$ cat src/rtl/kws_decision_smoother.sv
// Sliding-window per-class score smoother with argmax/threshold/hold-off decision.
// Optional KWS_SMOOTH_STATS_EN adds a saturating detect_count output.
module kws_decision_smoother #(
    parameter int NUM_CLASSES    = 4,
    parameter int SCORE_WIDTH    = 16,
    parameter int WIN_DEPTH      = 8,
    parameter int HOLDOFF_FRAMES = 16,
    parameter int CLASS_W        = $clog2(NUM_CLASSES)
) (
    input  logic                   clk,
    input  logic                   rst_n,
    input  logic [SCORE_WIDTH-1:0] score_in,
    input  logic                   score_valid,
    output logic                   score_ready,
    input  logic                   clear,
    input  logic [SCORE_WIDTH-1:0] threshold,
    output logic                   keyword_detected,
    output logic [CLASS_W-1:0]     keyword_class,
    output logic [SCORE_WIDTH-1:0] smoothed_score
`ifdef KWS_SMOOTH_STATS_EN
    ,
    output logic [15:0]            detect_count
`endif
);

    localparam int LOG_W  = $clog2(WIN_DEPTH);
    localparam int SUM_W  = SCORE_WIDTH + LOG_W;
    localparam int FILL_W = $clog2(WIN_DEPTH + 1);
    localparam int HO_W   = (HOLDOFF_FRAMES > 0) ? $clog2(HOLDOFF_FRAMES + 1) : 1;
    localparam logic [CLASS_W-1:0] LAST_CLS = CLASS_W'(NUM_CLASSES - 1);
    localparam logic [FILL_W-1:0]  FULL     = FILL_W'(WIN_DEPTH);
    localparam logic [HO_W-1:0]    HO_INIT  = HO_W'(HOLDOFF_FRAMES);

    typedef enum logic {COLLECT, DECIDE} state_e;

    state_e                 state_q, state_d;
    logic [CLASS_W-1:0]     cls_q, cls_d;
    logic [LOG_W-1:0]       wptr_q, wptr_d;
    logic [FILL_W-1:0]      fill_q, fill_d;
    logic [HO_W-1:0]        holdoff_q, holdoff_d;
    logic [SUM_W-1:0]       sum_q [NUM_CLASSES];
    logic [SUM_W-1:0]       sum_d [NUM_CLASSES];
    logic [CLASS_W-1:0]     best_cls_q, best_cls_d;
    logic [SCORE_WIDTH-1:0] best_mean_q, best_mean_d;
    logic                   det_q, det_d;
    logic [CLASS_W-1:0]     kw_cls_q, kw_cls_d;
    logic [SCORE_WIDTH-1:0] sm_q, sm_d;
    logic [SCORE_WIDTH-1:0] win_mem [NUM_CLASSES][WIN_DEPTH];

    logic                   accept;
    logic [SCORE_WIDTH-1:0] oldest;
    logic [SUM_W-1:0]       sum_new;
    logic [SCORE_WIDTH-1:0] mean_new;

    assign score_ready      = (state_q == COLLECT);
    assign accept           = score_valid && score_ready && !clear;
    // Until the window has filled, the slot being replaced holds no real frame.
    assign oldest           = (fill_q == FULL) ? win_mem[cls_q][wptr_q] : '0;
    assign sum_new          = sum_q[cls_q] + SUM_W'(score_in) - SUM_W'(oldest);
    assign mean_new         = SCORE_WIDTH'(sum_new >> LOG_W);
    assign keyword_detected = det_q;
    assign keyword_class    = kw_cls_q;
    assign smoothed_score   = sm_q;

    always_ff @(posedge clk) begin
        if (accept) win_mem[cls_q][wptr_q] <= score_in;
    end

    always_comb begin
        state_d     = state_q;
        cls_d       = cls_q;
        wptr_d      = wptr_q;
        fill_d      = fill_q;
        holdoff_d   = holdoff_q;
        sum_d       = sum_q;
        best_cls_d  = best_cls_q;
        best_mean_d = best_mean_q;
        det_d       = 1'b0;
        kw_cls_d    = kw_cls_q;
        sm_d        = sm_q;
        if (clear) begin
            state_d     = COLLECT;
            cls_d       = '0;
            wptr_d      = '0;
            fill_d      = '0;
            holdoff_d   = '0;
            best_cls_d  = '0;
            best_mean_d = '0;
            for (int i = 0; i < NUM_CLASSES; i++) sum_d[i] = '0;
        end else begin
            unique case (state_q)
                COLLECT: begin
                    if (accept) begin
                        sum_d[cls_q] = sum_new;
                        if (cls_q == '0 || mean_new > best_mean_q) begin
                            best_cls_d  = cls_q;
                            best_mean_d = mean_new;
                        end
                        if (cls_q == LAST_CLS) begin
                            cls_d   = '0;
                            state_d = DECIDE;
                        end else begin
                            cls_d = cls_q + 1'b1;
                        end
                    end
                end
                DECIDE: begin
                    state_d = COLLECT;
                    wptr_d  = wptr_q + 1'b1;
                    fill_d  = (fill_q == FULL) ? fill_q : fill_q + 1'b1;
                    sm_d    = best_mean_q;
                    if (fill_d == FULL && best_cls_q != '0 &&
                        best_mean_q >= threshold && holdoff_q == '0) begin
                        det_d     = 1'b1;
                        kw_cls_d  = best_cls_q;
                        holdoff_d = HO_INIT;
                    end else if (holdoff_q != '0) begin
                        holdoff_d = holdoff_q - 1'b1;
                    end
                end
            endcase
        end
    end

    always_ff @(posedge clk or negedge rst_n) begin
        if (!rst_n) begin
            state_q     <= COLLECT;
            cls_q       <= '0;
            wptr_q      <= '0;
            fill_q      <= '0;
            holdoff_q   <= '0;
            best_cls_q  <= '0;
            best_mean_q <= '0;
            det_q       <= 1'b0;
            kw_cls_q    <= '0;
            sm_q        <= '0;
            for (int i = 0; i < NUM_CLASSES; i++) sum_q[i] <= '0;
        end else begin
            state_q     <= state_d;
            cls_q       <= cls_d;
            wptr_q      <= wptr_d;
            fill_q      <= fill_d;
            holdoff_q   <= holdoff_d;
            best_cls_q  <= best_cls_d;
            best_mean_q <= best_mean_d;
            det_q       <= det_d;
            kw_cls_q    <= kw_cls_d;
            sm_q        <= sm_d;
            for (int i = 0; i < NUM_CLASSES; i++) sum_q[i] <= sum_d[i];
        end
    end

`ifdef KWS_SMOOTH_STATS_EN
    logic [15:0] cnt_q, cnt_d;

    always_comb begin
        cnt_d = cnt_q;
        if (clear) cnt_d = '0;
        else if (det_q && cnt_q != 16'hFFFF) cnt_d = cnt_q + 16'd1;
    end

    always_ff @(posedge clk or negedge rst_n) begin
        if (!rst_n) cnt_q <= '0;
        else        cnt_q <= cnt_d;
    end

    assign detect_count = cnt_q;
`endif

endmodule

$ cat config.mk
export PLATFORM = sky130hd
export DESIGN_NAME = kws_decision_smoother
export DESIGN_NICKNAME = d
export VERILOG_FILES = /design/src/rtl/kws_decision_smoother.sv
export SDC_FILE = /design/constraint.sdc
export NUM_CORES = 1
export LEC_CHECK = 0
export CORE_ASPECT_RATIO = 0.75
export CORE_MARGIN = 2
export CORE_UTILIZATION = 60
export CTS_CLUSTER_SIZE = 20
export DETAILED_ROUTE_END_ITERATION = 8
export PLACE_DENSITY_LB_ADDON = 0.12
export SYNTH_ARGS = -nofsm -noshare
export SYNTH_HDL_FRONTEND = slang
export SYNTH_SLANG_ARGS = --single-unit
$ cat constraint.sdc
create_clock -name clk -period 9.65 [get_ports clk]
set_clock_uncertainty 0.05 [all_clocks]
set_input_delay 1.93 -clock clk [delete_from_list [all_inputs] [get_ports clk]]
set_output_delay 1.93 -clock clk [all_outputs]
set_load 0.01 [all_outputs]
* Yosys cells after proc, flatten, opt, wreduce, memory -nomap -nowiden
Memory sizes are Yosys's and may differ from the RTL's.
Index checks and enable logic that the tools add are counted.
** Operators by class
- Muxes and demuxes :: 45
- Magnitude comparators :: 6
- $add $sub $neg :: 6
- Reduce and logical (&&, ||, !) cells :: 22
- Equal/unequal tests :: 4
- Bitwise gates (word level) :: 4
** Operators by type and width (count)
- 2-to-1 mux 76 bit :: 3
- 2-to-1 mux 128 bit :: 1
- 2-to-1 mux 16 bit :: 8
- bitwise mux 76 bit :: 1
- 2-to-1 mux 19 bit :: 3
- binary-select mux 16 bit (select 3 bit) :: 1
- demux 16 bit (select 3 bit) :: 1
- binary-select mux 19 bit (select 2 bit) :: 1
- demux 19 bit (select 2 bit) :: 1
- 2-to-1 mux 5 bit :: 4
- adder 19 x 16 -> 19 bit :: 1
- subtractor 19 x 16 -> 19 bit :: 1
- greater-or-equal comparator 16 bit :: 1
- > comparator 16 bit :: 1
- 2-to-1 mux 2 bit :: 8
- 2-to-1 mux 4 bit :: 3
- equality test 4 bit (second input constant) :: 2
- nonzero test 2 bit :: 4
- logical AND 1 bit :: 7
- 2-to-1 mux 1 bit :: 7
- 2-to-1 mux 3 bit :: 2
- AND reduction 2 bit :: 3
- AND reduction 3 bit :: 2
- zero test 5 bit :: 1
- 19 further kinds :: 20
** Word-level totals
- Bits in registers :: 128
- Memories :: 1
- RAM bits :: 512
** Memory list
- win_mem :: words 4, bits a word 128, read ports 1, clocked after Yosys merged registers in 0, write ports 1, line 48 : logic [SCORE_WIDTH-1:0] win_mem [NUM_CLASSES][WIN_DEPTH];

* Depth between registers and ports, before layout
Gate-level depths: netlist (run 1).
- Depth after elaboration :: 12
- Depth in mapped cells :: 25

* Worst setup path after synthesis (run 1)
Ideal clock, no wire load.
- Kind :: input port to flip-flop
- Start point :: input score_in[1]
- End point :: register best_cls_q[0]
- Setup time :: 0.095 ns
- Buffers on the path :: 1
- Stages on the path :: 17
- Arrival :: 5.581 ns
- Setup slack :: 3.924 ns
- Path through :: inv_1 > fa_1 > inv_1 > fa_1 > a21o_1 > a221oi_2 > o211ai_2 > a41oi_2 > xnor2_2 > ha_1 > a211o_1 > o211ai_1 > a21oi_1 > o31ai_1 > clkbuf_1 > nand2_1 > o31ai_1
** Between the ends
- Word-level cells in the longest chain between the ends :: 6
** RTL lines
- from (decl) :: line 12 : input logic [SCORE_WIDTH-1:0] score_in,
- adder 19 x 16 -> 19 bit :: line 59 : assign sum_new = sum_q[cls_q] + SUM_W'(score_in) - SUM_W'(oldest);
- subtractor 19 x 16 -> 19 bit :: line 59
- > comparator 16 bit :: line 95 : if (cls_q == '0 || mean_new > best_mean_q) begin
- logical OR 1 bit :: line 95
- nonzero test 2 bit (no line)
- AND reduction 3 bit (no line)
- to (signal assigned) :: line 144 : best_cls_q <= best_cls_d;
- to (decl) :: line 43 : logic [CLASS_W-1:0] best_cls_q, best_cls_d;
Every way passes these cells.
A chain may end at the register's enable or synchronous reset.

* Worst setup path in the final report (run 1)
- Start point :: register cls_q[0]
- End point :: register best_mean_q[13]
** Between the ends
- Word-level cells in the longest chain between the ends :: 10
- Elaborated cells on any way between the ends :: 20
- Classes of those cells :: 2 x add/sub; 1 x order compare; 11 x mux; 1 x bitwise; 4 x reduce/logical; 1 x memory
** RTL lines
- from (decl) :: line 37 : logic [CLASS_W-1:0] cls_q, cls_d;
- from (signal assigned) :: line 140 : cls_q <= cls_d;
- NOT 2 -> 3 bit (implied by the code) / memory read (4 x 128 bit) (equally long branches)
- binary-select mux 19 bit (select 2 bit) / binary-select mux 16 bit (select 3 bit) (equally long branches) :: line 59, 58
- 2-to-1 mux 19 bit (implied by the code) / 2-to-1 mux 16 bit (equally long branches) (2 in a row) :: line 59, 58
- adder 19 x 16 -> 19 bit / 2-to-1 mux 16 bit (equally long branches) :: line 59, 58
- subtractor 19 x 16 -> 19 bit :: line 59
- > comparator 16 bit / 2-to-1 mux 16 bit (equally long branches) :: line 95
- logical OR 1 bit / 2-to-1 mux 16 bit (equally long branches) :: line 95, 93
- nonzero test 2 bit (no line) / 2-to-1 mux 16 bit (equally long branches)
- AND reduction 3 bit (no line) / 2-to-1 mux 16 bit (equally long branches)
- to (signal assigned) :: line 145 : best_mean_q <= best_mean_d;
- to (decl) :: line 44 : logic [SCORE_WIDTH-1:0] best_mean_q, best_mean_d;
Parallel ways exist; a longest one is shown, timed or not. The select of a mux whose other input is x is not followed.

==> results of run 1 <==
[cells in the mapped netlist, types with 11 or more instances]
| cell | count |
|---|---|
| dfrtp_1 | 128 |
| a221oi_1 | 18 |
| nor2_1 | 59 |
| clkbuf_1 | 50 |
| a22o_1 | 86 |
| nand4_1 | 12 |
| fa_1 | 16 |
| mux4_2 | 147 |
| edfxtp_1 | 512 |
| inv_1 | 111 |
| a31oi_1 | 19 |
| nand2_1 | 80 |
| a21oi_1 | 40 |
| buf_2 | 11 |
| ha_1 | 59 |
| buf_4 | 14 |
| o21ai_0 | 46 |
| a22oi_1 | 32 |
[power by group]
part | leakage (nW) | switching, mW | internal, mW
Sequential | 6.36 | 0.0585 | 3.06
Combinational | 3.47 | 0.767 | 0.493
Clock | 0.951 | 1.02 | 1.32
[area by class of cell]
cell class | count | area share (%)
Clock inverter | 28 | 0.8611
Timing Repair Buffer | 124 | 3.576
Inverter | 112 | 1.378
Sequential cell | 640 | 60.91
Tap cell | 586 | 2.403
Multi-Input combinational cell | 740 | 25.36
Clock buffer | 81 | 5.507
[final timing paths]
| check | startpoint | end | slack, ns | cells after the start |
|---|---|---|---|---|
| min in group asynchronous | rst_n | sum_q[23] | 1.34 | 1 |
| hold / removal | smoothed_score[6] | smoothed_score[6] | 0.43 | 2 |
| hold reg to reg | smoothed_score[6] | smoothed_score[6] | 0.43 | 2 |
| max in group asynchronous | rst_n | sum_q[52] | 6.84 | 2 |
| setup / recovery | cls_q[0] | best_mean_q[13] | 2.11 | 20 |
| setup reg to reg | cls_q[0] | best_mean_q[13] | 2.11 | 20 |
[sequential cells by signal (all words and copies together), names as in the netlist]
signal            cells
state_q               1
sum_q                76
smoothed_score       16
best_mean_q          16
fill_q                4
best_cls_q            2
cls_q                 2
holdoff_q             5
win_mem             512
keyword_class         2
wptr_q                3
keyword_detected      1
[layer usage]
metal | wire length, um | vias to the layer above | global-route usage [%]
met1 | 28280 | 7886 | 44.52
met3 | 6842 | 88 | 6.968
met4 | 1123 | 0 | 5.746
met5 | 0 | - | 0
met2 | 29690 | 738 | 42.82
li1 | - | 6408 | -
[critical path, delay by kind of cell, from the launching register on]
| family | cells | cell delay (ns) |
|---|---|---|
| adders and majority gates | 3 | 1.29 |
| AOI/OAI and AO/OA | 6 | 2.36 |
| and+or+nand+nor | 8 | 1.88 |
| buffers and inverters | 2 | 0.55 |
| muxes | 1 | 0.58 |
| DFF | 1 | 0.63 |
[through the flow]
stage | power, mW | area [um^2] | std cells | hold slack, ns | utilization (%)
after global routing | 6.997 | 30510 | 2311 | 0.4529 | 68.42
final | 6.723 | 30510 | 2311 | 0.4289 | 68.42
after global placement | 4.382 | 28570 | 2202 | 0.4077 | 64.06
after CTS | 6.731 | 30510 | 2311 | 0.4355 | 68.42
after detailed placement | 4.410 | 28570 | 2202 | 0.4215 | 64.06
after floorplan | 4.002 | 27090 | 1577 | 0.3946 | -
[logic make-up after synthesis]
| logic type | Yosys count | share of synthesized area [%] |
|---|---|---|
| AOI/OAI and AO/OA | 289 | 7.869 |
| xor gates and xnor gates | 20 | 0.7574 |
| adders and majority gates | 75 | 3.907 |
| buffers and inverters | 197 | 3.002 |
| DFF | 640 | 68.57 |
| muxes | 151 | 12.38 |
| and+or+nand+nor | 205 | 3.515 |
[cell usage in the layout, fill, tap and decap left out, types with 6 or more instances in the layout]
master           Yosys  final
a21o_1              10     10
a21oi_1             40     39
a221oi_1            18     18
a22o_1              86     86
a22oi_1             32     32
a31oi_1             19     19
and3_1               9      9
buf_4               14     68
clkbuf_1            50     11
clkbuf_16            0     60
clkbuf_8             0     10
clkdlybuf4s50_1      0     54
clkinv_1             1     11
clkinv_2             0      7
dfrtp_1            128    126
edfxtp_1           512    512
fa_1                16     16
ha_1                59     59
inv_1              111    111
mux4_2             147    147
nand2_1             80     80
nand3_1              7      7
nand4_1             12     12
nor2_1              59     55
nor3_1               8      7
o211ai_1             7      7
o21ai_0             46     46
xnor2_1              6      6
xor2_1              10     10
==> results.py, run 1 <==
metrics = {
    "global_routing": {
        "grt_usage_pct": 28.85,
        "first_global_vias": 15068,
        "grt_max_degree": 70,
        "grt_pass1_wl_mm": 98.75,
        "overflow": 0,
        "antenna_found_initial": 0,
    },
    "cts": {
        "clockBufferDepth": 3,
        "hold_buffers": 0,
        "cts-resized-gates": 0,
        "cts_tree": "built",
        "cts.sink_count": 640,
        "cts_setup_buffers": 0,
        "htreeDepth": 2,
        "clock_latency_ns": 0.62,
        "clk_root_buffer_cell": "clkbuf_16",
        "path_clk_slew_ns": 0.07,
        "cts-buffers-inserted": 58,
    },
    "placed_design": {
        "globalplace.congestion": 0.9072,
        "hpwl_mm": 40.89,
        "portBuffers": 55,
        "post-place-ws_ns": 1.905,
    },
    "synth": {
        "synth_ff_type": "edfxtp_1",
        "yosysUniqueCellTypes": 64,
        "syn_inst": 1577,
        "yosysTopAreaCell": "edfxtp_1",
        "avgSynthCellArea_um2": 17.18,
        "netlist_area_um2": 27090,
        "synth_edf_count": 512,
        "synth-seq-cells": 640,
        "ys_seq_area_share_pct": 68.57,
        "synth_warnings": 0,
        "syn_nets": 1688,
        "synthArstFlopShare_pct": 20.00,
        "synth_top_area_share_pct": 56.75,
        "yosys-top-cells-area": "edfxtp_1, mux4_2, dfrtp_1, a22o_1, ha_1",
    },
    "die": {
        "std_cell_rows": 67,
        "die_h_um": 188.0,
        "start_util_pct": 60.75,
        "ios": 56,
        "dieArea_um2": 46890,
        "design.core.area_um2": 44600,
        "die_x_um": 249.4,
    },
    "drt": {
        "firstDrtPassIters": 6,
        "vias": 15120,
        "antenna_left": 0,
        "drtIter0Drc": 1924,
        "routed_wirelength_mm": 65.93,
        "via_per_inst": 6.543,
        "routedWlPerCell_um": 28.53,
        "drc_errors": 0,
    },
    "run_status": {
        "status": "completed",
    },
    "sta": {
        "fmax_mhz": 132.7,
        "relSlewSlack_pct": 15.06,
        "finalCritPeriodShare_pct": 78.10,
        "finalSetupViolCount": 0,
        "finalHoldViolCount": 0,
        "grt_setup_unrepaired": "false",
        "setup_slack_ns": 2.114,
        "tns_ns": 0,
        "drv_slew": 0,
        "layout_min_cycle_time_ns": 7.536,
        "worst_pin_slew_ns": 1.269,
    },
    "setup_path": {
        "crit_required_ns": 10.09,
        "cp-start-kind": "flip-flop",
        "end_kind": "flip-flop",
        "path_cells": "buf_12 -> mux4_2 -> a22o_1 -> a221oi_1 -> a31oi_1 -> fa_1 -> inv_1 -> ha_1 -> nand4_1 -> nor3_2 -> nand2_1 -> and4_1 -> nor3_2 -> ha_1 -> nand4_1 -> or2_2 -> o211ai_1 -> o31ai_4 -> nor2_1 -> a22o_1",
        "max_stage_delay_ns": 0.87,
        "crit_fanout": 68,
        "cp_slowest_cell": "o31ai_4",
        "critPathArrivalTime_ns": 7.98,
        "crit_type": "flip-flop to flip-flop",
    },
    "cells_and_area": {
        "multi_input_area_um2": 7739,
        "drive_above_1_share_pct": 19.59,
        "fillCellCount": 2863,
        "nets": 1787,
        "syn2layout_area_growth_pct": 12.62,
        "seq_area_um2": 18590,
        "diodes": 0,
    },
    "pwr": {
        "p_per_area_nw_per_um2": 220.4,
        "p_leak_nw": 10.77,
        "max-vdd-ir-drop_mv": 0.1683,
    },
    "flow_run": {
        "drv_cap": 0,
    },
    "min_path": {
        "hp-class": "flip-flop to flip-flop",
    },
}
Note: power is estimated with default switching activity, not from simulation.
==> inputs of run 2 (changes only) <==
- CORE_UTILIZATION: 60 -> 56
- clock period: 9.65 -> 6.32 ns (I/O delays scaled with it)
==> results.py, run 2 (synthesized netlist as in run 1, its figures left out) <==
metrics = {
    "global_routing": {
        "grt_util_met2_pct": 39.28,
        "overflow": 0,
        "grt_max_degree": 53,
        "first_global_vias": 15325,
        "use_met3_pct": 4.799,
        "grt_pass1_wl_mm": 101.6,
        "use_met1_pct": 44.97,
        "top_usage_layer": "met1",
        "grt_usage_pct": 27.68,
        "antenna_found_initial": 0,
    },
    "cells_and_area": {
        "diodes": 0,
        "fillCellCount": 3208,
        "reg_top3": "win_mem x512, sum_q x76",
        "top_register": "win_mem",
        "nets": 1855,
        "largest_reg_flops": 512,
        "instances_no_fill": 2433,
        "final_cell_mix": "edfxtp_1, mux4_2, dfrtp_1, buf_4, inv_1",
        "syn2layout_area_growth_pct": 15.75,
        "drive_above_1_share_pct": 23.30,
        "post-route-util_pct": 65.92,
        "final_common_cell": "edfxtp_1",
    },
    "drt": {
        "drtIter0Drc": 2325,
        "routedWlPerCell_um": 27.97,
        "antenna_left": 0,
        "drc_errors": 0,
        "firstDrtPassIters": 6,
        "vias": 15614,
        "via_per_inst": 6.418,
        "routed_wirelength_mm": 68.06,
    },
    "sta": {
        "tns_ns": 0,
        "whs_ns": 0.4231,
        "drv_slew": 0,
        "finalSetupViolCount": 0,
        "relSlewSlack_pct": 28.37,
        "finalCritPeriodShare_pct": 95.69,
        "layout_min_cycle_time_ns": 6.048,
        "fmax_mhz": 165.4,
        "worst_pin_slew_ns": 1.074,
        "finalHoldViolCount": 0,
    },
    "die": {
        "dieArea_um2": 50170,
        "die_h_um": 194.5,
        "std_cell_rows": 69,
        "start_util_pct": 56.95,
        "die_x_um": 258.0,
        "ios": 56,
        "design.core.area_um2": 47570,
    },
    "min_path": {
        "hp-class": "flip-flop to flip-flop",
    },
    "placed_design": {
        "portBuffers": 55,
        "globalplace.congestion": 0.8664,
        "dp_cells": 2313,
        "hpwl_mm": 45.58,
    },
    "cts": {
        "path_clk_slew_ns": 0.06,
        "cts_tree": "built",
        "htreeDepth": 2,
        "clockBufferDepth": 3,
        "cts-buffers-inserted": 58,
        "cts.sink_count": 640,
        "clock_latency_ns": 0.63,
        "clk_root_buffer_cell": "clkbuf_16",
    },
    "pwr": {
        "p_per_area_nw_per_um2": 343.4,
        "max-vdd-ir-drop_mv": 0.2364,
        "p_leak_nw": 11.19,
    },
    "setup_path": {
        "crit_type": "flip-flop to flip-flop",
        "end_kind": "flip-flop",
        "cp-start-kind": "flip-flop",
        "crit_required_ns": 6.78,
        "critPathArrivalTime_ns": 6.51,
        "crit_fanout": 6,
    },
    "flow_run": {
        "drv_cap": 0,
    },
    "run_status": {
        "status": "completed",
    },
}
[run 2: power breakdown]
group / internal [mW] / switching (mW) / total [mW] / leakage [nW]
Clock: 2.20 / 1.56 / 3.76 / 0.974
Sequential: 4.67 / 0.0900 / 4.76 / 6.36
Combinational: 0.930 / 1.32 / 2.25 / 3.86
[run 2: metrics by stage]
stage / power, mW / instance area, um^2 / setup WS [ns]
floorplan: 6.111 / 27090 / 0.6321
global placement: 6.949 / 29170 / 0.2288
detailed placement: 7.000 / 29170 / 0.08673
CTS: 10.72 / 31200 / 0.02865
global route: 11.18 / 31360 / -0.06527
finish: 10.77 / 31360 / 0.2724
[run 2: worst paths after layout]
path | endpoint | depth (start not counted) | slack (ns) | start
worst min-delay path | smoothed_score[7] | 2 | 0.42 | smoothed_score[7]
max in group asynchronous | sum_q[33] | 2 | 4.49 | rst_n
min in group asynchronous | smoothed_score[5] | 1 | 0.60 | rst_n
worst max register to register | best_mean_q[13] | 26 | 0.27 | cls_q[0]
worst max-delay path | best_mean_q[13] | 26 | 0.27 | cls_q[0]
worst min register to register | smoothed_score[7] | 2 | 0.42 | smoothed_score[7]
[run 2: repair_timing]
action	CTS	global route
gates resized for setup	0	16
hold endpoints to repair	0	0
setup endpoints to repair	0	18
hold buffers	0	0
buffers inserted	0	10
[run 2: area by class of cell]
type                            count  area (um^2)  share of cell area (%)
Clock inverter                     39        508.0                   1.620
Timing Repair Buffer              192         1705                   5.438
Tap cell                          639        799.5                   2.549
Multi-Input combinational cell    740         7820                   24.94
Clock buffer                       71         1521                   4.852
Sequential cell                   640        18590                   59.26
Inverter                          112        420.4                   1.341
[run 2: worst max-delay path, cell delays in order (launching register included)]
cell and delay [ns]:
dfrtp_4 0.51, clkbuf_4 0.23, buf_4 0.20, mux4_2 0.56
a22o_1 0.20, a221oi_1 0.24, a31oi_1 0.18, ha_1 0.32
inv_1 0.04, ha_1 0.21, fa_1 0.41, a21o_1 0.22
a221oi_2 0.21, buf_4 0.17, o211ai_2 0.13, nand2_1 0.14
xor2_2 0.23, buf_4 0.16, inv_1 0.04, ha_1 0.30
a21oi_1 0.16, o21a_1 0.17, o211ai_1 0.12, o31ai_4 0.28
nor2_1 0.07, buf_4 0.17, a22o_1 0.18
[run 2: layer usage]
layer | up-vias | part of all wire (%)
li1 | 6550 | -
met1 | 8232 | 46
met2 | 743 | 44
met3 | 89 | 8.8
met4 | 0 | 1.9
met5 | - | 0
